==> config.mk <==
export PLATFORM = sky130hd
export DESIGN_NAME = mult_rr_scheduler_flat
export DESIGN_NICKNAME = d
export VERILOG_FILES = /design/src/rtl/mult_rr_scheduler_if.sv /design/src/rtl/mult_rr_scheduler.sv /design/src/flat_wrapper.sv
export SDC_FILE = /design/constraint.sdc
export NUM_CORES = 1
export LEC_CHECK = 0
export ABC_AREA = 1
export BUFFER_PORTS_ARGS = -buffer_cell sky130_fd_sc_hd__buf_2
export CORE_ASPECT_RATIO = 1.5
export CORE_MARGIN = 4
export CORE_UTILIZATION = 35
export DETAILED_ROUTE_END_ITERATION = 8
export GPL_TIMING_DRIVEN = 0
export PLACE_DENSITY_LB_ADDON = 0.1
export SLEW_MARGIN = 20
export SYNTH_ARGS = -nofsm -noshare
export SYNTH_HDL_FRONTEND = slang
export SYNTH_SLANG_ARGS = --single-unit
==> constraint.sdc <==
create_clock -name clk -period 5.1 [get_ports clk]
set_input_delay 1.02 -clock clk [delete_from_list [all_inputs] [get_ports clk]]
set_output_delay 1.02 -clock clk [all_outputs]
set_load 0.005 [all_outputs]
==> src/rtl/mult_rr_scheduler_if.sv <==
// rtl/mult_rr_scheduler_if.sv - requester/consumer bus for the shared multiplier scheduler
interface mult_rr_scheduler_if #(
    parameter int NREQ  = 4,
    parameter int WIDTH = 4
);
    localparam int ID_W = $clog2(NREQ);

    logic [NREQ-1:0]       req;
    logic [NREQ*WIDTH-1:0] a_in;
    logic [NREQ*WIDTH-1:0] b_in;
    logic [NREQ-1:0]       ack;
    logic                  busy;
    logic                  out_valid;
    logic                  out_ready;
    logic [2*WIDTH-1:0]    out_prod;
    logic [ID_W-1:0]       out_id;

    // Requesters and result consumer side
    modport master (
        output req, a_in, b_in, out_ready,
        input  ack, busy, out_valid, out_prod, out_id
    );

    // Scheduler side
    modport slave (
        input  req, a_in, b_in, out_ready,
        output ack, busy, out_valid, out_prod, out_id
    );
endinterface

==> src/rtl/mult_rr_scheduler.sv <==
// rtl/mult_rr_scheduler.sv - round-robin time-sharing of one unsigned multiplier
module mult_rr_scheduler #(
    parameter int NREQ  = 4,
    parameter int WIDTH = 4
) (
    input  logic                 clk,
    input  logic                 rst,
    mult_rr_scheduler_if.slave   bus
);
    localparam int ID_W = $clog2(NREQ);
    localparam int SW   = ID_W + 1;

    typedef enum logic [1:0] {
        IDLE = 2'd0,
        CALC = 2'd1,
        DONE = 2'd2
    } state_t;

    state_t state, state_nx;

    // Round-robin pointer and latched operands of the current owner
    logic [ID_W-1:0]    ptr, ptr_nx;
    logic [WIDTH-1:0]   a_lat, a_lat_nx;
    logic [WIDTH-1:0]   b_lat, b_lat_nx;
    logic [ID_W-1:0]    id_lat, id_lat_nx;

    // Registered outputs and their next values
    logic [NREQ-1:0]    ack_q, ack_nx;
    logic               busy_q, busy_nx;
    logic               valid_q, valid_nx;
    logic [2*WIDTH-1:0] prod_q, prod_nx;
    logic [ID_W-1:0]    out_id_q, out_id_nx;

    // Arbitration result
    logic               win_found;
    logic [ID_W-1:0]    win_id;
    logic [SW-1:0]      cand;
    logic [WIDTH-1:0]   a_sel, b_sel;

    // Search ptr, ptr+1, ... modulo NREQ for the first pending request
    always_comb begin
        win_found = 1'b0;
        win_id    = '0;
        cand      = '0;
        for (int k = 0; k < NREQ; k++) begin
            cand = {1'b0, ptr} + SW'(k);
            if (cand >= SW'(NREQ)) begin
                cand = cand - SW'(NREQ);
            end
            if (!win_found && bus.req[cand[ID_W-1:0]]) begin
                win_found = 1'b1;
                win_id    = cand[ID_W-1:0];
            end
        end
    end

    // Select the winner's operand slices
    always_comb begin
        a_sel = '0;
        b_sel = '0;
        for (int i = 0; i < NREQ; i++) begin
            if (win_id == ID_W'(i)) begin
                a_sel = bus.a_in[i*WIDTH +: WIDTH];
                b_sel = bus.b_in[i*WIDTH +: WIDTH];
            end
        end
    end

    // Next state and next registered outputs
    always_comb begin
        state_nx  = state;
        ptr_nx    = ptr;
        a_lat_nx  = a_lat;
        b_lat_nx  = b_lat;
        id_lat_nx = id_lat;
        ack_nx    = '0;
        busy_nx   = busy_q;
        valid_nx  = valid_q;
        prod_nx   = prod_q;
        out_id_nx = out_id_q;
        case (state)
            IDLE: begin
                if (win_found) begin
                    state_nx       = CALC;
                    a_lat_nx       = a_sel;
                    b_lat_nx       = b_sel;
                    id_lat_nx      = win_id;
                    ack_nx[win_id] = 1'b1;
                    busy_nx        = 1'b1;
                    if (win_id == ID_W'(NREQ - 1)) begin
                        ptr_nx = '0;
                    end else begin
                        ptr_nx = win_id + 1'b1;
                    end
                end
            end
            CALC: begin
                state_nx  = DONE;
                prod_nx   = {{WIDTH{1'b0}}, a_lat} * {{WIDTH{1'b0}}, b_lat};
                out_id_nx = id_lat;
                valid_nx  = 1'b1;
                busy_nx   = 1'b1;
            end
            DONE: begin
                // Result is held here for as long as the consumer stalls
                if (bus.out_ready) begin
                    state_nx = IDLE;
                    valid_nx = 1'b0;
                    busy_nx  = 1'b0;
                end
            end
            default: begin
                state_nx = IDLE;
                valid_nx = 1'b0;
                busy_nx  = 1'b0;
            end
        endcase
    end

    // FSM state register
    always_ff @(posedge clk or posedge rst) begin
        if (rst) begin
            state <= IDLE;
        end else begin
            state <= state_nx;
        end
    end

    // Pointer, operand latches and output registers; reset drops any transaction
    always_ff @(posedge clk or posedge rst) begin
        if (rst) begin
            ptr      <= '0;
            a_lat    <= '0;
            b_lat    <= '0;
            id_lat   <= '0;
            ack_q    <= '0;
            busy_q   <= 1'b0;
            valid_q  <= 1'b0;
            prod_q   <= '0;
            out_id_q <= '0;
        end else begin
            ptr      <= ptr_nx;
            a_lat    <= a_lat_nx;
            b_lat    <= b_lat_nx;
            id_lat   <= id_lat_nx;
            ack_q    <= ack_nx;
            busy_q   <= busy_nx;
            valid_q  <= valid_nx;
            prod_q   <= prod_nx;
            out_id_q <= out_id_nx;
        end
    end

    assign bus.ack       = ack_q;
    assign bus.busy      = busy_q;
    assign bus.out_valid = valid_q;
    assign bus.out_prod  = prod_q;
    assign bus.out_id    = out_id_q;

endmodule

==> src/flat_wrapper.sv <==
// flat-port wrapper written by rule: the top's interface ports become plain ports
module mult_rr_scheduler_flat 
#(
    parameter int NREQ  = 4,
    parameter int WIDTH = 4
)
  (clk, rst, bus_req, bus_a_in, bus_b_in, bus_out_ready, bus_ack, bus_busy, bus_out_valid, bus_out_prod, bus_out_id);
  mult_rr_scheduler_if #(.NREQ(NREQ), .WIDTH(WIDTH)) bus_i ();
  input  logic clk;
  input  logic rst;
  input wire logic [$bits(bus_i.req)-1:0] bus_req;
  input wire logic [$bits(bus_i.a_in)-1:0] bus_a_in;
  input wire logic [$bits(bus_i.b_in)-1:0] bus_b_in;
  input wire logic [$bits(bus_i.out_ready)-1:0] bus_out_ready;
  output wire logic [$bits(bus_i.ack)-1:0] bus_ack;
  output wire logic [$bits(bus_i.busy)-1:0] bus_busy;
  output wire logic [$bits(bus_i.out_valid)-1:0] bus_out_valid;
  output wire logic [$bits(bus_i.out_prod)-1:0] bus_out_prod;
  output wire logic [$bits(bus_i.out_id)-1:0] bus_out_id;
  assign bus_i.req = bus_req;
  assign bus_i.a_in = bus_a_in;
  assign bus_i.b_in = bus_b_in;
  assign bus_i.out_ready = bus_out_ready;
  assign bus_ack = bus_i.ack;
  assign bus_busy = bus_i.busy;
  assign bus_out_valid = bus_i.out_valid;
  assign bus_out_prod = bus_i.out_prod;
  assign bus_out_id = bus_i.out_id;
  mult_rr_scheduler #(.NREQ(NREQ), .WIDTH(WIDTH)) u_core (.clk(clk), .rst(rst), .bus(bus_i));
endmodule
==> out/results.ini <==
[cells_and_area]
nets = 413
layout-drive-gt1-share = 0.234
areaGrowthSynthToFinish_pct = 22.2
num_antenna_cells = 0

[power_and_ir_drop]
powerDensity_nw_per_um2 = 702
power.leakage_nw = 1.56
max-vdd-ir-drop_mv = 0.359

[timing]
max_freq_mhz = 312
slew_viol_final = 0
fin_crit_ns = 3.21
rsz0062_at_grt = no
timing.final.hold_violations = 0
setup_viol = 0
clock_skew_ns = 0.00663
relSlewSlack = 0.579
fin_ws_ns = 1.89
worst_slew_pin_slew_ns = 0.630
period_share = 0.629
fin_setup_tns_ns = 0

[drt]
dr.pass1.iters = 4
dr.first_iter.drc_count = 37
wl_per_cell_um = 11.1
vias_per_cell = 4.54
drc = 0
wirelength_um = 4720
ant_nets = 0
routed-via-count = 1937

[critical_path]
crit_top_cell = nand2_1
end_kind = flip-flop
crit_family = simple AND/OR/NAND/NOR gates
crit_path_top_delay_cell = nor2_1
crit_buf_inv = 3
startpoint_type = input pin
cp.required_ns = 5.29
r2r_start = u_core.ptr[0]
reg2reg_to = u_core.b_lat[0]
path_max_fanout = 10
crit_chain = buf_2 > nand2_1 > nand2_1 > nand2_2 > nand2_2 > nor2_4 > nand3_4 > nand3_1 > inv_1 > ha_1 > clkbuf_1 > nor2_1 > nand2_1 > nand2_1 > o21ai_0 > o21ai_0 > nand2_1 > o21ai_0
crit_path_max_incr_delay_ns = 0.45
reg2regPathDepth = 17
arrival_ns = 3.40
worstSetupPathType = input pin to flip-flop
rrSetupSlack_ns = 2.18

[clocking]
numCtsBuffers = 5
htreeDepth = 2
cts-root-buf = clkbuf_8
cts_max_path_buffers = 2
tritoncts = yes
cts_resized = 0
cts_setup_buffers = 0
clock-sinks = 30
clk_latency_ns = 0.28
ctsHoldBuffers = 0
cts.clk_slew.worst_paths_ns = 0.07

[logic_synthesis]
ys_seq_area_frac = 0.355
synth_nets = 352
ys_warn_count = 0
netlist_area_um2 = 2120
ys_seq_elements = 30
netlist_instances = 293
yosysTopAreaCell = dfrtp_1
synth_top_area_frac = 0.355
synthDistinctLibCells = 28
postSynthAreaPerCell_um2 = 7.22
synth_area_leaders = dfrtp_1, nand2_1, ha_1

[global_route]
gr-total-overflow = 0
track_usage = 0.138
antenna_found_initial = 0
grt_pass1_vias = 1865
grt_max_degree = 31
grt_pass1_wl_um = 8210

[placed_design]
gp_congestion = 0.850
dpl.hpwl_um = 3900
dp_slack_ns = 1.55
portBuffers = 54

[min_path]
holdPathStages = 2
min_to = u_core.bus.out_prod[2]
hold_class = flip-flop to flip-flop
min_from = u_core.bus.out_prod[2]

[floorplanning]
die_area_um2 = 7380
boundaryPins = 55
core_area_um2 = 5830
num_rows = 34
dieHeight_um = 103
initial_core_util = 0.363
die_w_um = 71.5

[job]
maxCapViolCount = 0

[outcome]
status = complete, no violations

how the worst max path moves through the flow:
stage | from | to | slack [ns] | depth (start not counted)
after floorplan | bus_req[3] | u_core.a_lat[0] | 2.16 | 17
after global placement | bus_req[2] | u_core.a_lat[0] | 1.56 | 18
after detailed placement | bus_req[2] | u_core.b_lat[0] | 1.55 | 18
after CTS | bus_req[3] | u_core.b_lat[0] | 1.85 | 18
after global routing | bus_req[0] | u_core.b_lat[0] | 1.59 | 18
final | bus_req[3] | u_core.b_lat[0] | 1.89 | 18
power by group:
| part | switching [mW] | total [mW] | internal, mW |
|---|---|---|---|
| clock | 0.0874 | 0.231 | 0.144 |
| combinational | 0.746 | 1.17 | 0.427 |
| sequential | 0.0718 | 0.411 | 0.339 |
| total | 0.905 | 1.82 | 0.910 |
area by class of cell:
cell class / instances / area [um^2]
multi-input combinational: 219 / 1180
clock buffer: 5 / 68.8
sequential: 30 / 751
timing repair buffer: 54 / 270
inverter: 37 / 139
fill: 606 / 3240
clock inverter: 3 / 40.0
buffer: 7 / 41.3
tap: 72 / 90.1
metal layers:
layer,track usage,wire length [um]
met2,0.261,2490
met5,0,0
met4,0.0478,52
met3,0.0232,223
met1,0.154,1960
cells by family (layout without fill, tap and decap cells):
family | Yosys count | in the layout | synth area share
compound gates | 42 | 42 | 0.105
xor+xnor | 2 | 2 | 0.00828
fa+ha+maj | 20 | 20 | 0.132
simple gates | 155 | 155 | 0.314
flops | 30 | 30 | 0.355
buf+inv | 44 | 106 | 0.0852
stage by stage:
step | hold slack, ns | util | instance area, um^2 | total power [mW] | instances
global route | 0.493 | 0.444 | 2580 | 2.06 | 427
CTS | 0.476 | 0.444 | 2580 | 1.86 | 427
finish | 0.466 | 0.444 | 2580 | 1.82 | 427
global placement | 0.450 | 0.425 | 2480 | 1.60 | 419
floorplan | 0.449 | - | 2120 | 1.31 | 293
detailed placement | 0.458 | 0.425 | 2480 | 1.61 | 419
sequential cells by signal (all words and copies together), names as in the netlist:
| signal | flops |
|---|---|
| u_core.bus.out_valid | 1 |
| u_core.a_lat | 4 |
| u_core.state | 2 |
| u_core.bus.out_prod | 8 |
| u_core.bus.ack | 4 |
| u_core.bus.busy | 1 |
| u_core.ptr | 2 |
| u_core.bus.out_id | 2 |
| u_core.b_lat | 4 |
| u_core.id_lat | 2 |
synth_stat cells, drive strengths merged:
| master | count |
|---|---|
| inv | 37 |
| nand4 | 2 |
| xor2 | 1 |
| a21boi | 1 |
| ha | 16 |
| a31oi | 1 |
| or2 | 1 |
| o21ai | 27 |
| clkbuf | 4 |
| buf | 3 |
| fa | 4 |
| xnor2 | 1 |
| nor2 | 10 |
| a21oi | 11 |
| nand3 | 14 |
| nand2 | 128 |
| a21o | 1 |
| dfrtp | 30 |
| o31ai | 1 |
tightest hold or removal path, stage by stage, from the launching register on:
cell and delay [ns]:
dfrtp_1 0.34, nand2_1 0.05, nand2_1 0.04
cell usage in the layout (no fill, tap or decap), drive strengths merged, types with 4 or more instances in the layout:
master	synthesis	routed
nand2	128	128
buf	3	57
inv	37	37
dfrtp	30	30
o21ai	27	27
ha	16	16
nand3	14	14
a21oi	11	11
nor2	10	10
clkbuf	4	9
fa	4	4
(Power assumes the default switching activity.)
